`src/rtl/mem_arb_pkg.sv`:
```
// Shared types for the instruction/data memory arbiter: FSM states, bus owner, latched transfer.
package mem_arb_pkg;

    typedef enum logic [1:0] {
        IDLE = 2'd0,
        REQ  = 2'd1,
        WAIT = 2'd2
    } state_t;

    typedef enum logic {
        OWN_I = 1'b0,
        OWN_D = 1'b1
    } owner_t;

    typedef struct packed {
        logic        we;
        logic [31:0] addr;
        logic [31:0] wdata;
        logic [3:0]  sel;
    } xfer_t;

    // rr=0: data always wins a contest; rr=1: the side not granted last wins.
    function automatic owner_t pick_winner(input logic i_req, input logic d_req,
                                           input owner_t last, input logic rr);
        if (i_req && d_req)
            return (rr && last == OWN_D) ? OWN_I : OWN_D;
        return d_req ? OWN_D : OWN_I;
    endfunction

endpackage

```
`src/rtl/mem_arbiter_if.sv`:
```
// Fetch port, data port and single-port memory bus of the arbiter.
// slave: arbiter view; master: requesters plus memory model view.
interface mem_arbiter_if;
    logic        i_stb;
    logic [31:0] i_addr;
    logic        i_ack;
    logic        i_err;
    logic [31:0] i_data;

    logic        d_cyc;
    logic        d_stb;
    logic        d_we;
    logic [31:0] d_addr;
    logic [31:0] d_wdata;
    logic [3:0]  d_sel;
    logic        d_ack;
    logic        d_stall;
    logic        d_err;
    logic [31:0] d_rdata;

    logic        m_cyc;
    logic        m_stb;
    logic        m_we;
    logic [31:0] m_addr;
    logic [31:0] m_wdata;
    logic [3:0]  m_sel;
    logic        m_ack;
    logic        m_stall;
    logic [31:0] m_rdata;

    modport slave (
        input  i_stb, i_addr,
        output i_ack, i_err, i_data,
        input  d_cyc, d_stb, d_we, d_addr, d_wdata, d_sel,
        output d_ack, d_stall, d_err, d_rdata,
        output m_cyc, m_stb, m_we, m_addr, m_wdata, m_sel,
        input  m_ack, m_stall, m_rdata
    );

    modport master (
        output i_stb, i_addr,
        input  i_ack, i_err, i_data,
        output d_cyc, d_stb, d_we, d_addr, d_wdata, d_sel,
        input  d_ack, d_stall, d_err, d_rdata,
        input  m_cyc, m_stb, m_we, m_addr, m_wdata, m_sel,
        output m_ack, m_stall, m_rdata
    );
endinterface

```
`src/rtl/mem_arb_timer.sv`:
```
// Transfer timeout counter: cleared on grant, counts every REQ/WAIT cycle.
// Latency: expired is combinational in the TIMEOUT_CYCLES-th enabled cycle.
// Backpressure: none; free-running while enabled.
module mem_arb_timer #(
    parameter int TIMEOUT_CYCLES = 16
) (
    input  logic clk,
    input  logic rst,
    input  logic clr,
    input  logic en,
    output logic expired
);
    logic [7:0] count;

    always_ff @(posedge clk) begin
        if (rst)
            count <= 8'd0;
        else if (clr)
            count <= 8'd0;
        else if (en)
            count <= count + 8'd1;
    end

    // count holds the number of enabled cycles already elapsed
    assign expired = en && (count == 8'(TIMEOUT_CYCLES - 1));

endmodule

```
`src/rtl/mem_arbiter.sv`:
```
// Arbitrates fetch and data requesters onto one memory bus, one transfer outstanding (ARB_ROUND_ROBIN_EN: round-robin).
// Latency: grant in IDLE, m_stb next cycle; acks/errors are combinational from m_ack/timer.
// Backpressure: d_stall high unless data wins in IDLE; m_stall holds REQ; timeout aborts.
module mem_arbiter
    import mem_arb_pkg::*;
#(
    parameter int TIMEOUT_CYCLES = 16
) (
    input  logic          clk,
    input  logic          rst,
    mem_arbiter_if.slave  bus
);
    state_t state, state_nxt;
    owner_t owner, last_grant, winner;
    xfer_t  xfer, xfer_nxt;

    logic d_req;
    logic grant;
    logic expired;
    logic d_abort;
    logic acked;
    logic timed_out;

    assign d_req = bus.d_cyc & bus.d_stb;
    assign grant = (state == IDLE) & (bus.i_stb | d_req) & ~rst;

`ifdef ARB_ROUND_ROBIN_EN
    assign winner = pick_winner(bus.i_stb, d_req, last_grant, 1'b1);
`else
    assign winner = pick_winner(bus.i_stb, d_req, last_grant, 1'b0);
`endif

    // A data owner dropping d_cyc abandons the transfer silently
    assign d_abort   = (state != IDLE) & (owner == OWN_D) & ~bus.d_cyc;
    assign acked     = (state == WAIT) & bus.m_ack & ~d_abort;
    assign timed_out = expired & ~acked & ~d_abort;

    mem_arb_timer #(.TIMEOUT_CYCLES(TIMEOUT_CYCLES)) u_timer (
        .clk     (clk),
        .rst     (rst),
        .clr     (grant),
        .en      (state != IDLE),
        .expired (expired)
    );

    always_comb begin
        xfer_nxt = '0;
        if (winner == OWN_D) begin
            xfer_nxt.we    = bus.d_we;
            xfer_nxt.addr  = bus.d_addr;
            xfer_nxt.wdata = bus.d_wdata;
            xfer_nxt.sel   = bus.d_sel;
        end else begin
            xfer_nxt.addr  = bus.i_addr;
            xfer_nxt.sel   = 4'b1111;
        end
    end

    always_ff @(posedge clk) begin
        if (rst)
            state <= IDLE;
        else
            state <= state_nxt;
    end

    always_ff @(posedge clk) begin
        if (rst) begin
            owner      <= OWN_I;
            last_grant <= OWN_I;
            xfer       <= '0;
        end else if (grant) begin
            owner      <= winner;
            last_grant <= winner;
            xfer       <= xfer_nxt;
        end
    end

    always_comb begin
        state_nxt = state;
        case (state)
            IDLE: if (grant) state_nxt = REQ;
            REQ: begin
                if (d_abort || timed_out)
                    state_nxt = IDLE;
                else if (!bus.m_stall)
                    state_nxt = WAIT;
            end
            WAIT: if (d_abort || acked || timed_out) state_nxt = IDLE;
            default: state_nxt = IDLE;
        endcase
    end

    always_comb begin
        bus.m_cyc   = (state != IDLE);
        bus.m_stb   = (state == REQ);
        bus.m_we    = xfer.we;
        bus.m_addr  = xfer.addr;
        bus.m_wdata = xfer.wdata;
        bus.m_sel   = xfer.sel;

        bus.i_ack   = acked & (owner == OWN_I);
        bus.d_ack   = acked & (owner == OWN_D);
        bus.i_err   = timed_out & (owner == OWN_I);
        bus.d_err   = timed_out & (owner == OWN_D);
        bus.i_data  = bus.i_ack ? bus.m_rdata : 32'd0;
        bus.d_rdata = bus.d_ack ? bus.m_rdata : 32'd0;

        bus.d_stall = ~(grant & (winner == OWN_D));
    end

endmodule

```
`src/flat_wrapper.sv`:
```
// flat-port wrapper written by rule: the top's interface ports become plain ports
module mem_arbiter_flat import mem_arb_pkg::*;
#(
    parameter int TIMEOUT_CYCLES = 16
)
  (clk, rst, bus_i_stb, bus_i_addr, bus_i_ack, bus_i_err, bus_i_data, bus_d_cyc, bus_d_stb, bus_d_we, bus_d_addr, bus_d_wdata, bus_d_sel, bus_d_ack, bus_d_stall, bus_d_err, bus_d_rdata, bus_m_cyc, bus_m_stb, bus_m_we, bus_m_addr, bus_m_wdata, bus_m_sel, bus_m_ack, bus_m_stall, bus_m_rdata);
  mem_arbiter_if bus_i ();
  input  logic clk;
  input  logic rst;
  input wire logic [$bits(bus_i.i_stb)-1:0] bus_i_stb;
  input wire logic [$bits(bus_i.i_addr)-1:0] bus_i_addr;
  output wire logic [$bits(bus_i.i_ack)-1:0] bus_i_ack;
  output wire logic [$bits(bus_i.i_err)-1:0] bus_i_err;
  output wire logic [$bits(bus_i.i_data)-1:0] bus_i_data;
  input wire logic [$bits(bus_i.d_cyc)-1:0] bus_d_cyc;
  input wire logic [$bits(bus_i.d_stb)-1:0] bus_d_stb;
  input wire logic [$bits(bus_i.d_we)-1:0] bus_d_we;
  input wire logic [$bits(bus_i.d_addr)-1:0] bus_d_addr;
  input wire logic [$bits(bus_i.d_wdata)-1:0] bus_d_wdata;
  input wire logic [$bits(bus_i.d_sel)-1:0] bus_d_sel;
  output wire logic [$bits(bus_i.d_ack)-1:0] bus_d_ack;
  output wire logic [$bits(bus_i.d_stall)-1:0] bus_d_stall;
  output wire logic [$bits(bus_i.d_err)-1:0] bus_d_err;
  output wire logic [$bits(bus_i.d_rdata)-1:0] bus_d_rdata;
  output wire logic [$bits(bus_i.m_cyc)-1:0] bus_m_cyc;
  output wire logic [$bits(bus_i.m_stb)-1:0] bus_m_stb;
  output wire logic [$bits(bus_i.m_we)-1:0] bus_m_we;
  output wire logic [$bits(bus_i.m_addr)-1:0] bus_m_addr;
  output wire logic [$bits(bus_i.m_wdata)-1:0] bus_m_wdata;
  output wire logic [$bits(bus_i.m_sel)-1:0] bus_m_sel;
  input wire logic [$bits(bus_i.m_ack)-1:0] bus_m_ack;
  input wire logic [$bits(bus_i.m_stall)-1:0] bus_m_stall;
  input wire logic [$bits(bus_i.m_rdata)-1:0] bus_m_rdata;
  assign bus_i.i_stb = bus_i_stb;
  assign bus_i.i_addr = bus_i_addr;
  assign bus_i_ack = bus_i.i_ack;
  assign bus_i_err = bus_i.i_err;
  assign bus_i_data = bus_i.i_data;
  assign bus_i.d_cyc = bus_d_cyc;
  assign bus_i.d_stb = bus_d_stb;
  assign bus_i.d_we = bus_d_we;
  assign bus_i.d_addr = bus_d_addr;
  assign bus_i.d_wdata = bus_d_wdata;
  assign bus_i.d_sel = bus_d_sel;
  assign bus_d_ack = bus_i.d_ack;
  assign bus_d_stall = bus_i.d_stall;
  assign bus_d_err = bus_i.d_err;
  assign bus_d_rdata = bus_i.d_rdata;
  assign bus_m_cyc = bus_i.m_cyc;
  assign bus_m_stb = bus_i.m_stb;
  assign bus_m_we = bus_i.m_we;
  assign bus_m_addr = bus_i.m_addr;
  assign bus_m_wdata = bus_i.m_wdata;
  assign bus_m_sel = bus_i.m_sel;
  assign bus_i.m_ack = bus_m_ack;
  assign bus_i.m_stall = bus_m_stall;
  assign bus_i.m_rdata = bus_m_rdata;
  mem_arbiter #(.TIMEOUT_CYCLES(TIMEOUT_CYCLES)) u_core (.clk(clk), .rst(rst), .bus(bus_i));
endmodule
```
`config.mk`:
```
export PLATFORM = sky130hd
export DESIGN_NAME = mem_arbiter_flat
export DESIGN_NICKNAME = d
export VERILOG_FILES = /design/src/rtl/mem_arb_pkg.sv /design/src/rtl/mem_arbiter_if.sv /design/src/rtl/mem_arb_timer.sv /design/src/rtl/mem_arbiter.sv /design/src/flat_wrapper.sv
export SDC_FILE = /design/constraint.sdc
export NUM_CORES = 1
export LEC_CHECK = 0
export CAP_MARGIN = 20
export CORE_MARGIN = 5
export CORE_UTILIZATION = 35
export DETAILED_ROUTE_END_ITERATION = 7
export PLACE_DENSITY = 0.81
export REMOVE_ABC_BUFFERS = 1
export SETUP_SLACK_MARGIN = 0.1
export SYNTH_ARGS = -nofsm -noshare
export SYNTH_HDL_FRONTEND = slang
export SYNTH_SLANG_ARGS = --single-unit
```
`constraint.sdc`:
```
create_clock -name clk -period 2 [get_ports clk]
set_clock_uncertainty 0.2 [all_clocks]
set_input_delay 0.4 -clock clk [delete_from_list [all_inputs] [get_ports clk]]
set_output_delay 0.4 -clock clk [all_outputs]
set_load 0.02 [all_outputs]
```
# After elaboration in Yosys (flattened, before gate mapping)
# Index checks and enable logic that the tools add are counted.
[totals] reg_bits=80 in_bits=140 output_inout_bits=140 wordCells=59
[classes] n_addsub=1 n_eq_ne=6 muxes=15 bitwise=21 reduce_logical=9
[ops] operator="2-to-1 mux 32 bit" count=4
[ops] operator="bitwise AND 1 bit" count=14
[ops] operator="adder 8 x 1 -> 8 bit (second input constant)" count=1
[ops] operator="equality test 8 x 4 -> 1 bit (second input constant)" count=1
[ops] operator="2-to-1 mux 2 bit" count=4
[ops] operator="inverter 1 bit" count=6
[ops] operator="case mux 2 bit (3 select lines)" count=1
[ops] operator="2-to-1 mux 1 bit" count=5
[ops] operator="2-to-1 mux 4 bit" count=1
[ops] operator="logical OR 1 bit" count=3
[ops] operator="!= test 3 x 2 -> 1 bit (second input constant)" count=1
[ops] operator="AND reduction 3 bit" count=1
[ops] operator="equality test 2 x 1 -> 1 bit (second input constant)" count=1
[ops] operator="equality test 2 bit (second input constant)" count=1
[ops] operator="logical AND 1 bit" count=2
[ops] operator="zero test 2 bit" count=1
[ops] operator="!= test 2 x 1 -> 1 bit (second input constant)" count=1
[ops] operator="!= test 2 bit (second input constant)" count=1
[ops] operator="nonzero test 2 bit" count=1
[ops] operator="OR reduction 2 bit" count=1
[ops] operator="OR 1 bit" count=1

# Depth between registers and ports, before layout
[depth] ltp_word=11 mapped_depth=6 depth_no_buf=4

# By module
# A second synthesis with hierarchy kept.
[unflattened] cells_unflattened=334 area_unflattened_um2=3489.6
[by_module_without_submodules] module="mem_arbiter" n_inst=1 cells_per_inst=294 area_each_um2=3133.0 seq_area_each_um2=1441.4
[by_module_without_submodules] module="mem_arb_timer" n_inst=1 cells_per_inst=40 area_each_um2=356.6 seq_area_each_um2=160.2

# Worst setup path after synthesis
# No wires, ideal clock.
[synth_path] path_kind="register to output" start="register u_core.u_timer.count[0]" end="output bus_d_err" arrival_time_ns=1.610 required_ns=1.400 setup_slack_ns=-0.210 path_stages_with_launch=5 n_path_buf=0 cell_sequence="dfxtp_1 ha_1 o2111a_1 nand2_1 nor4b_1"
[synth_via] elab_chain_cells=5
[synth_rtl] element="start: declaration" line_no="mem_arb_timer.sv:13" source="logic [7:0] count;"
[synth_rtl] element="start signal: assignment" line_no="mem_arb_timer.sv:21" source="count <= count + 8'd1;"
[synth_rtl] element="equality test 8 x 4 -> 1 bit" line_no="mem_arb_timer.sv:25" source="assign expired = en && (count == 8'(TIMEOUT_CYCLES - 1));"
[synth_rtl] element="logical AND 1 bit" line_no="mem_arb_timer.sv:25"
[synth_rtl] element="bitwise AND 1 bit (2 in a row)" line_no="mem_arbiter.sv:36" source="assign timed_out = expired & ~acked & ~d_abort;"
[synth_rtl] element="bitwise AND 1 bit" line_no="mem_arbiter.sv:104" source="bus.d_err = timed_out & (owner == OWN_D);"
[synth_rtl] element="end: declaration" line_no="flat_wrapper.sv:23" source="output wire logic [$bits(bus_i.d_err)-1:0] bus_d_err;"
# No other way between the ends.

# Worst setup path in the final report
[layout_path] start="register u_core.state[0]" end="output bus_i_data[16]"
[layout_via] elab_chain_cells=7 word_cells_on_any_way=9 cone_classes="1 x eq/ne; 1 x mux; 6 x bitwise; 1 x reduce/logical"
[layout_rtl] element="start: declaration" line_no="mem_arbiter.sv:13" source="state_t state, state_nxt;"
[layout_rtl] element="start signal: assignment" line_no="mem_arbiter.sv:63" source="state <= state_nxt;"
[layout_rtl] element="nonzero test 2 bit" line_no="mem_arbiter.sv:34" source="assign d_abort = (state != IDLE) & (owner == OWN_D) & ~bus.d_cyc;"
[layout_rtl] element="bitwise AND 1 bit (2 in a row)" line_no="mem_arbiter.sv:34"
[layout_rtl] element="inverter 1 bit" line_no="mem_arbiter.sv:35" source="assign acked = (state == WAIT) & bus.m_ack & ~d_abort;"
[layout_rtl] element="bitwise AND 1 bit *" line_no="mem_arbiter.sv:35"
[layout_rtl] element="bitwise AND 1 bit *" line_no="mem_arbiter.sv:101" source="bus.i_ack = acked & (owner == OWN_I);"
[layout_rtl] element="2-to-1 mux 32 bit *" line_no="mem_arbiter.sv:105" source="bus.i_data = bus.i_ack ? bus.m_rdata : 32'd0;"
[layout_rtl] element="end: declaration" line_no="flat_wrapper.sv:14" source="output wire logic [$bits(bus_i.i_data)-1:0] bus_i_data;"
# Every way passes the cells marked *; elsewhere a longest branch is shown, timed or not.

==> flow_summary.json <==
{
  "status": "finished with violations",
  "violations": "negative setup slack",
  "dieArea_mm2": 0.0133,
  "core_area_mm2": 0.0109,
  "postRouteWirelength_um": 18100,
  "nets": 859,
  "worstPathArrival_ns": 1.72,
  "peakVddDrop_mv": 0.400,
  "num_rows": 38,
  "first_global_vias": 4777,
  "crit_fanout": 17,
  "setup_slack_ns": -0.322,
  "crit_type": "flip-flop to primary output",
  "yosys_warnings": 0,
  "cp-start-kind": "flip-flop",
  "syn_avg_cell_area_um2": 9.42,
  "dp_hpwl_um": 12700,
  "grt_use_total_pct": 25.8,
  "cpMostUsedCell": "buf_6",
  "synth_cells": 413,
  "antenna_found_initial": 3,
  "hold_violations": 0,
  "p_leak_nw": 3.40,
  "holdWs_ns": 0.277,
  "cp_cell_sequence": "and3b_2 > buf_6 > and2b_4 > buf_12 > and2_1 > buf_6",
  "cts_buffer_depth": 2,
  "timing.fmax_ghz": 0.431,
  "viasPerCell": 5.22,
  "slew_viol_final": 0,
  "pin_count": 280,
  "drcViolationCount": 0,
  "die_w_um": 115,
  "slew_headroom_pct": 58.7,
  "power_density_mw_per_mm2": 559,
  "critPathMaxStageDelay_ns": 0.33,
  "end_kind": "primary output",
  "fin_cells": 865,
  "grt_pass1_wl_um": 26500,
  "grt.overflow.total": 0,
  "clock-sinks": 80,
  "ys_seq_area_share_pct": 41.2,
  "required_ns": 1.40,
  "rsz0062_at_grt": "yes",
  "min_period_ns": 2.32,
  "grt_max_degree": 41,
  "start_util_pct": 35.7,
  "maxCapViolations": 0,
  "ys_types": 43,
  "hp-class": "flip-flop to flip-flop",
  "area_growth_pct": 97.8,
  "cts_buffers": 9,
  "placed_cells": 831,
  "h-tree-depth": 3,
  "cts_tree": "yes",
  "cts.reportedPaths.clkPinSlew_ns": 0.09,
  "min_period_over_period_pct": 116,
  "dr.pass1.iters": 4,
  "netlist_area_mm2": 0.00389,
  "synth_seq_cells": 80,
  "vias": 4513,
  "die_h_um": 115,
  "drive_above_1_share_pct": 35.8,
  "tightest_slew_ns": 0.620,
  "ant_nets": 0,
  "routedWlPerCell_um": 20.9,
  "numPortBuffers": 279,
  "setup_viol": 69,
  "cts_hold_buf": 0,
  "gp_congestion": 1.01,
  "slowest_stage": "dfxtp_2",
  "cts_root_buf": "clkbuf_8",
  "drtIter0Drc": 192,
  "clk_latency_ns": 0.34
}
[area by class of cell]
cell class / instances / area [um^2]
clock inverter: 6 / 51.3
sequential: 80 / 1610
timing repair buffer: 336 / 3460
clock buffer: 10 / 138
antenna: 2 / 5.00
inverter: 3 / 13.8
fill: 746 / 3200
tap: 140 / 175
multi-input combinational: 288 / 2240
[where the power goes]
part	internal (W)	total (W)	switching [W]
clock	0.000505	0.00114	0.000632
sequential	0.00172	0.00179	0.0000685
combinational	0.000682	0.00137	0.000686
total	0.00291	0.00430	0.00139
[state kept, by name (all words and copies together) (netlist names)]
name,flops
u_core.state,2
u_core.u_timer.count,8
u_core.bus.m_sel,4
u_core.bus.m_we,1
u_core.bus.m_wdata,32
u_core.owner,1
u_core.bus.m_addr,32
[repair_timing]
action / CTS / global route
pin swaps: 31 / 13
gates cloned: 5 / 1
endpoints found under the hold margin: 0 / 0
setup endpoints to repair: 219 / 118
gates resized for setup: 557 / 25
setup buffers: 9 / 3
[through the flow]
stage / setup slack [ns] / setup TNS (ns) / util (%) / total power, W / instance area, um^2
floorplan: -0.533 / -39.16 / - / 0.00239 / 3630
global placement: -0.800 / -102.62 / 63.9 / 0.00317 / 6950
detailed placement: -0.888 / -106.05 / 63.9 / 0.00320 / 6950
CTS: -0.293 / -17.63 / 69.5 / 0.00430 / 7570
global route: -0.399 / -22.64 / 70.6 / 0.00450 / 7690
finish: -0.322 / -18.06 / 70.6 / 0.00430 / 7690
[cells in the final DEF, fill, tap and decap left out, drive strengths merged, types with 2 or more instances in the layout]
master | synthesis | routed
a21o | 3 | 3
a21oi | 41 | 41
a22o | 33 | 33
a311oi | 32 | 32
and2 | 65 | 65
buf | 29 | 128
clkbuf | 13 | 11
clkdlybuf4s50 | 0 | 136
clkinv | 0 | 3
dfxtp | 80 | 80
diode | 0 | 2
dlygate4sd2 | 0 | 70
inv | 3 | 6
nand2 | 37 | 37
nand3 | 33 | 33
nor2 | 7 | 7
nor2b | 2 | 2
nor3 | 10 | 10
o21ai | 4 | 4
or3 | 3 | 3
xnor2 | 2 | 2
xor2 | 2 | 2
[synth_stat cells, drive strengths merged]
cell / instances / share of area [%]
o21ba: 1 / 0.26
o2111ai: 1 / 0.23
or3: 3 / 0.48
nand3: 33 / 4.2
a22o: 33 / 7.4
a22oi: 1 / 0.19
buf: 29 / 5.4
o21ai: 4 / 0.51
and3b: 1 / 0.23
a21o: 3 / 0.61
a221oi: 1 / 0.23
nor4: 1 / 0.16
inv: 3 / 0.35
ha: 1 / 0.32
and2b: 1 / 0.19
a311oi: 32 / 12
and3: 1 / 0.16
dfxtp: 80 / 41
o2111a: 1 / 0.29
and2: 65 / 10
a21oi: 41 / 5.4
nor2b: 2 / 0.32
xnor2: 2 / 0.45
nor4b: 1 / 0.23
nand4: 1 / 0.16
a32o: 1 / 0.26
nor3: 10 / 1.6
xor2: 2 / 0.45
nand2: 37 / 3.6
clkbuf: 13 / 1.3
nor2: 7 / 1.1
o211ai: 1 / 0.19
[critical path, delay by kind of cell (launching register included)]
family,cells,cell delay (ns)
flip-flops,1,0.33
AND/OR/NAND/NOR,3,0.64
buffers and inverters,3,0.40
[path summary, 6_finish.rpt]
check,start,endpoint,slack [ns],depth (start not counted)
setup reg to reg,u_core.state[1],u_core.bus.m_addr[22],0.19,7
hold / removal,u_core.bus.m_wdata[28],u_core.bus.m_wdata[28],0.28,1
setup / recovery,u_core.state[0],bus_i_data[16],-0.32,6
hold reg to reg,u_core.bus.m_wdata[28],u_core.bus.m_wdata[28],0.28,1
[per-layer routing]
metal / vias to the layer above / track usage, % / wire [um]
met5: - / 0 / 13
met1: 2113 / 25.0 / 5930
met3: 40 / 9.95 / 1890
met4: 2 / 14.0 / 750
li1: 2105 / - / -
met2: 253 / 47.0 / 9500
[kinds of logic (layout without fill, tap and decap cells)]
family / Yosys count / after routing / share of synthesized area [%]
other: 0 / 2 / 0
AO/OA/AOI/OAI: 120 / 120 / 27.6
XOR/XNOR: 4 / 4 / 0.901
buffers and inverters: 45 / 355 / 7.05
AND/OR/NAND/NOR: 163 / 163 / 22.9
flip-flops: 80 / 80 / 41.2
adder cells (fa/ha/maj): 1 / 1 / 0.322
Note: power is estimated with default switching activity, not from simulation.
